--- config.mk ---
export PLATFORM = sky130hd
export DESIGN_NAME = mem_responder
export DESIGN_NICKNAME = d
export VERILOG_FILES = /design/src/rtl/mem_responder.sv
export SDC_FILE = /design/constraint.sdc
export NUM_CORES = 2
export LEC_CHECK = 0
export CAP_MARGIN = 20
export CORE_UTILIZATION = 63
export DETAILED_ROUTE_END_ITERATION = 10
export HOLD_SLACK_MARGIN = 0.1
export PLACE_DENSITY_LB_ADDON = 0.25
export SETUP_SLACK_MARGIN = 0.2
export SYNTH_ARGS = -nofsm -noshare
export SYNTH_HDL_FRONTEND = slang
export SYNTH_SLANG_ARGS = --single-unit
--- constraint.sdc ---
create_clock -name clk -period 5.8 [get_ports clk]
set_clock_uncertainty 0.1 [all_clocks]
set_input_delay 1.74 -clock clk [delete_from_list [all_inputs] [get_ports clk]]
set_output_delay 1.74 -clock clk [all_outputs]
set_load 0.1 [all_outputs]
--- src/rtl/mem_responder.sv ---
// mem_responder: memory-side responder for the multicycle 8-bit MIPS core.
// It holds a single-port byte RAM behind a wait-state FSM (IDLE -> BUSY -> DONE).
// One request is sampled in IDLE. memready is a registered one-cycle pulse.
// The core must hold its request until it sees memready.
//
// Ports:
//   clk        rising-edge clock
//   reset      asynchronous, active-low reset (0 = in reset)
//   memread    read request
//   memwrite   write request (has priority when both are set)
//   adr        byte address
//   writedata  write data byte
//   memdata    read data byte, held until the next read completes
//   memready   one-cycle completion pulse
//   prot_err   write-protect violation pulse
//
// Optional feature: define MEMRESP_PROTECT_EN to block writes below
// PROT_LIMIT. Such writes still complete, with prot_err pulsed in the
// DONE cycle. Without the macro, prot_err is tied to 0.
module mem_responder #(
  parameter int WIDTH       = 8,
  parameter int ADDR_W      = 8,
  parameter int WAIT_STATES = 1,
  parameter int PROT_LIMIT  = 64
) (
  input  logic              clk,
  input  logic              reset,
  input  logic              memread,
  input  logic              memwrite,
  input  logic [ADDR_W-1:0] adr,
  input  logic [WIDTH-1:0]  writedata,
  output logic [WIDTH-1:0]  memdata,
  output logic              memready,
  output logic              prot_err
);

  typedef enum logic [1:0] {IDLE, BUSY, DONE} state_t;

  localparam logic [3:0] WCNT_INIT = (WAIT_STATES == 0) ? 4'd0 : 4'(WAIT_STATES - 1);

  state_t            state, state_nxt;
  logic [3:0]        wcnt, wcnt_nxt;
  logic              alive;
  logic              accept, enter_done;
  logic [ADDR_W-1:0] adr_p0;
  logic [WIDTH-1:0]  wdata_p0;
  logic              wr_p0;
  logic [ADDR_W-1:0] eff_adr;
  logic [WIDTH-1:0]  eff_wdata;
  logic              eff_wr;
  logic              prot_hit;
  logic [WIDTH-1:0]  ram [2**ADDR_W];

  // With zero wait states DONE is entered on the sampling edge itself, so the
  // live request is used. Otherwise the latched copy is used.
  always_comb begin
    eff_adr   = adr_p0;
    eff_wdata = wdata_p0;
    eff_wr    = wr_p0;
    if (state == IDLE) begin
      eff_adr   = adr;
      eff_wdata = writedata;
      eff_wr    = memwrite;
    end
  end

  // Next-state logic. alive keeps the first edge after reset release from
  // sampling a request, so RAM cannot be written while reset is asserted.
  always_comb begin
    state_nxt  = state;
    wcnt_nxt   = wcnt;
    accept     = 1'b0;
    enter_done = 1'b0;
    unique case (state)
      IDLE: begin
        if (alive && (memread || memwrite)) begin
          accept = 1'b1;
          if (WAIT_STATES == 0) begin
            state_nxt  = DONE;
            enter_done = 1'b1;
          end else begin
            state_nxt = BUSY;
            wcnt_nxt  = WCNT_INIT;
          end
        end
      end
      BUSY: begin
        if (wcnt == 4'd0) begin
          state_nxt  = DONE;
          enter_done = 1'b1;
        end else begin
          wcnt_nxt = wcnt - 4'd1;
        end
      end
      DONE:    state_nxt = IDLE;
      default: state_nxt = IDLE;
    endcase
  end

`ifdef MEMRESP_PROTECT_EN
  localparam logic [ADDR_W:0] PROT_L = (ADDR_W + 1)'(PROT_LIMIT);
  assign prot_hit = ({1'b0, eff_adr} < PROT_L);

  always_ff @(posedge clk or negedge reset) begin
    if (!reset) prot_err <= 1'b0;
    else        prot_err <= enter_done && eff_wr && prot_hit;
  end
`else
  assign prot_hit = 1'b0;
  assign prot_err = 1'b0;
`endif

  // Control and output registers
  always_ff @(posedge clk or negedge reset) begin
    if (!reset) begin
      state    <= IDLE;
      wcnt     <= 4'd0;
      alive    <= 1'b0;
      memready <= 1'b0;
      memdata  <= '0;
    end else begin
      state    <= state_nxt;
      wcnt     <= wcnt_nxt;
      alive    <= 1'b1;
      memready <= enter_done;
      if (enter_done && !eff_wr) memdata <= ram[eff_adr];
    end
  end

  // Request capture stage (_p0)
  always_ff @(posedge clk) begin
    if (accept) begin
      adr_p0   <= adr;
      wdata_p0 <= writedata;
      wr_p0    <= memwrite;
    end
  end

  // RAM commit on the edge entering DONE
  always_ff @(posedge clk) begin
    if (enter_done && eff_wr && !prot_hit) ram[eff_adr] <= eff_wdata;
  end

endmodule

# [Yosys cells after proc, flatten, opt, wreduce, memory -nomap -nowiden]
# Memories as Yosys holds them, arrays and structs flattened. A register that Yosys moved wholly into a read port is not among the register bits.
# Cells that the tools add are included.
[op_classes] addsub=1 multipliers=0 div_mod_pow=0 n_lt_le_gt_ge=0 n_eq_ne=4 n_shift=0 muxes=15 n_bitwise=0 n_reduce_logical=11
[ops] op="$mux 8" count=2
[ops] op="$mux 4" count=2
[ops] op="$pmux 4 s2" count=1
[ops] op="$mux 1" count=7
[ops] op="$logic_not 4->1" count=1
[ops] op="$mux 2" count=2
[ops] op="$ne 2x2->1 const B" count=2
[ops] op="$pmux 2 s2" count=1
[ops] op="$sub 4x1->4 const B" count=1
[ops] op="$logic_and 1x1->1" count=3
[ops] op="$reduce_and 3->1" count=1
[ops] op="$eq 2x1->1 const B" count=1
[ops] op="$logic_not 1->1" count=2
[ops] op="$logic_not 2->1" count=1
[ops] op="$ne 2x1->1 const B" count=1
[ops] op="$reduce_and 2->1" count=1
[ops] op="$reduce_bool 2->1" count=1
[ops] op="$logic_or 1x1->1" count=1
[word_totals] ff_bits=25 latch_bits=0 ramBits=2048 rom_bits=0 inputBits=20 output_inout_bits=10 elab_cells=39 n_memories=1
[mem_list] memory="ram" words=256 word_bits=8 rd=1 rd_clocked_by_memory_dff=1 wr=1 line="52" rtl="logic [WIDTH-1:0] ram [2**ADDR_W];"

# [Depth between registers and ports, before layout]
[depth] word_depth=6 depth_mapped=15

# [Least setup slack after synthesis]
# OpenSTA, ideal clock, no wires.
[synth_timing] path_kind="input-to-reg" start="in writedata[0]" end="mem ram[0][0] (data pin)" setup_time_ns=0.823 t_arrival_ns=4.836 required_ns=4.877 slack_ns=0.041 stages=2 path_buffers=0 cell_sequence="nand2_1 -> nand2_1"
[synth_between] elab_chain_len=1
[synth_lines] item="start: declaration" line="31" rtl="input logic [WIDTH-1:0] writedata,"
[synth_lines] item="$mux 8" line="60" rtl="if (state == IDLE) begin"
[synth_lines] item="net eff_wdata[0]" line="49" rtl="logic [WIDTH-1:0] eff_wdata;"
[synth_lines] item="end: declaration" line="52"
# The timed path passes the listed nets, and every way through them passes these cells.

# [Final worst setup path]
[layout_timing] start="in adr[3]" end="reg memdata[2] (read register of ram)"
[layout_between] elab_chain_len=1
[layout_lines] item="start: declaration" line="30" rtl="input logic [ADDR_W-1:0] adr,"
[layout_lines] item="$mux 8" line="60"
[layout_lines] item="end: declaration" line="32" rtl="output logic [WIDTH-1:0] memdata,"
# No other way between the ends.
# A chain may end at the register's enable or synchronous reset.

==> impl_metrics.env <==
export IMPL_status="finished, final reports clean"
export IMPL_overflow=0
export IMPL_yosysMostFrequentCell="edfxtp_1"
export IMPL_p_seq_share_pct=50.5
export IMPL_synth_compound_area_share_pct=12.7
export IMPL_dp_slack_ns=-0.107
export IMPL_die_area_um2=125000
export IMPL_period_needed_ns=5.27
export IMPL_crit_fanout=27
export IMPL_required_ns=6.40
export IMPL_end_kind="flip-flop"
export IMPL_cp_top_family="compound AO/OA/AOI/OAI gates"
export IMPL_port_buffers=28
export IMPL_critPathSlowestCell="o41ai_1"
export IMPL_final_area_um2=89200
export IMPL_synth_seq_cells=2081
export IMPL_yosysTopAreaCell="edfxtp_1"
export IMPL_drv_slew=0
export IMPL_synth_edff_count=2065
export IMPL_rsz0062_at_grt="false"
export IMPL_syn_area_per_cell_um2=17.9
export IMPL_switching_share_pct=25.1
export IMPL_ys_warn_count=0
export IMPL_grt_use_total_pct=33.6
export IMPL_pwr_share_comb_pct=12.3
export IMPL_synthSimpleGateAreaFrac_pct=4.49
export IMPL_maxCapViolations=0
export IMPL_synth_cell_types=60
export IMPL_clk_latency_ns=0.83
export IMPL_cts_buffers=193
export IMPL_initial_utilization_pct=63.7
export IMPL_ctsResizeCount=0
export IMPL_place_area_um2=82900
export IMPL_clock_root_buffer="clkbuf_16"
export IMPL_path_cells="clkdlybuf4s50_1, mux2i_4, nand2_4, buf_12, a221o_1, a221oi_1, nor4_1, o41ai_1, buf_4, and4_1, a21oi_1"
export IMPL_leakagePower_nw=28.3
export IMPL_setup_viol=0
export IMPL_cts_hold_fix_buffers=0
export IMPL_tightest_slew_ns=1.21
export IMPL_p_total_w=0.0340
export IMPL_area_delta_synth_final_pct=14.8
export IMPL_cp_num_buf_inv=3
export IMPL_post_drt_wl_per_cell_um=32.5
export IMPL_drt_iter0_drc=7793
export IMPL_route_detailed_drc=0
export IMPL_clk_pin_slew_ns=0.06
export IMPL_whs_ns=0.427
export IMPL_die_h_um=353
export IMPL_ant_nets=0
export IMPL_first_global_vias=45300
export IMPL_netlist_top_cells_count="edfxtp_1, a22oi_1, a221o_1, a221oi_1, nor2_1"
export IMPL_grt_first_pass_wirelength_um=305000
export IMPL_gp_congestion=0.900
export IMPL_synthMuxAreaShare_pct=0.109
export IMPL_path_class="input port to flip-flop"
export IMPL_post_route_period_util_pct=90.8
export IMPL_ys_seq_area_share_pct=80.3
export IMPL_power_density_nw_per_um2=382
export IMPL_synth_ff_type="edfxtp_1"
export IMPL_routed_via_count=47000
export IMPL_die_x_um=353
export IMPL_max_stage_delay_ns=1.06
export IMPL_synth_xor_area_share_pct=0.0225
export IMPL_ys_async_sr_fraction_pct=0.769
export IMPL_clock_sinks=2081
export IMPL_clock_power_share_pct=37.2
export IMPL_hold_class="flip-flop to flip-flop"
export IMPL_synthAdderAreaFrac_pct=0.0161
export IMPL_cts_setup_buffers=0
export IMPL_final_nets=4743
export IMPL_vias_per_cell=7.23
export IMPL_fin_ws_ns=0.531
export IMPL_synth_area_um2=77800
export IMPL_grt_max_degree=137
export IMPL_fillers=6993
export IMPL_worstPathArrival_ns=5.87
export IMPL_synth_top_family_by_area="compound AO/OA/AOI/OAI gates"
export IMPL_dp_final_hpwl_um=127000
export IMPL_synth_top_area_share_pct=79.7
export IMPL_internal_power_w=0.0255
export IMPL_drt_wl_total_um=211000
export IMPL_cts_tree="done"
export IMPL_timing_slew_headroom_pct=18.3
export IMPL_antenna_found_initial=9
export IMPL_core_area_um2=122000
export IMPL_peakVddDrop_v=0.000374
export IMPL_syn_num_nets=4369
export IMPL_syn_inst=4348
export IMPL_dr_pass1_iters=9
export IMPL_synthTopCellsByArea="edfxtp_1, a221o_1, a22oi_1"
export IMPL_cts_buffer_depth=3
export IMPL_drive_gt1_share_pct=17.1
export IMPL_boundaryPins=30
export IMPL_rows=128
export IMPL_cts_max_level=4
export IMPL_p_sw_w=0.00856
export IMPL_critPathLaunchType="input port"
export IMPL_max_freq_mhz=190
export IMPL_hold_violations=0
-- stage by stage --
stage          instances  setup TNS [ns]  util [%]
5_1_grt             6506               0      73.1
6_report            6509               0      73.1
3_3_place_gp        6151         -0.0668      67.9
3_5_place_dp        6151          -0.159      67.9
2_1_floorplan       4348               0         -
4_1_cts             6505               0      73.1
-- layout make-up --
cell class                 count  area (um^2)  area share (%)
sequential                  2081        62400            69.9
multi-input combinational   1914        13800            15.4
clock buffer                 241         5210            5.83
timing repair buffer         526         4640            5.20
tap                         1625         2030            2.28
clock inverter               113         1130            1.27
inverter                       6         22.5          0.0252
antenna                        3         7.51         0.00841
-- cells in the final DEF (no fill, tap or decap), drive strengths merged, types with 28 or more instances in the layout --
cell | netlist | routed
edfxtp | 2065 | 2065
buf | 226 | 498
a22oi | 398 | 398
a221oi | 313 | 313
a221o | 309 | 309
nor2 | 272 | 272
clkbuf | 121 | 241
nand3 | 167 | 167
nand2 | 152 | 152
nor4 | 105 | 105
clkinv | 0 | 84
clkdlybuf4s50 | 0 | 28
-- registers in the layout (all words and copies together) (netlist names) --
| register | flops |
|---|---|
| wr_p0 | 1 |
| wdata_p0 | 8 |
| memready | 1 |
| ram | 2048 |
| wcnt | 4 |
| memdata | 8 |
| state | 2 |
| alive | 1 |
| adr_p0 | 8 |
-- final timing paths --
kind	depth (start not counted)	endpoint	slack, ns	start
max	11	memdata[2]	0.53	adr[3]
min in group asynchronous	1	state[1]	1.08	reset
max reg2reg	11	memdata[2]	0.73	state[0]
max in group asynchronous	2	memdata[4]	4.09	reset
min	1	wcnt[0]	0.43	wcnt[0]
min reg2reg	1	wcnt[0]	0.43	wcnt[0]
-- power groups by stage --
stage	clock, W	combinational, W	sequential [W]
2_1_floorplan	0	0.00202	0.0177
4_1_cts	0.0127	0.00408	0.0172
3_3_place_gp	0	0.00398	0.0175
5_1_grt	0.0133	0.00431	0.0172
3_5_place_dp	0	0.00405	0.0175
6_report	0.0127	0.00418	0.0172
-- cells by family after synthesis --
family | after synthesis
buffers and inverters | 353
muxes | 5
DFF | 2081
and+or+nand+nor | 748
AOI/OAI and AO/OA | 1156
xor gates and xnor gates | 2
other | 2
adders and majority gates | 1
-- routing by layer --
metal / track usage (%) / share of wire [%]
met1: 47.4 / 37
met2: 51.4 / 46
met3: 7.41 / 12
met4: 14.2 / 4.5
met5: 0 / 0.0062
No activity file was read; power rests on OpenSTA's default activity.
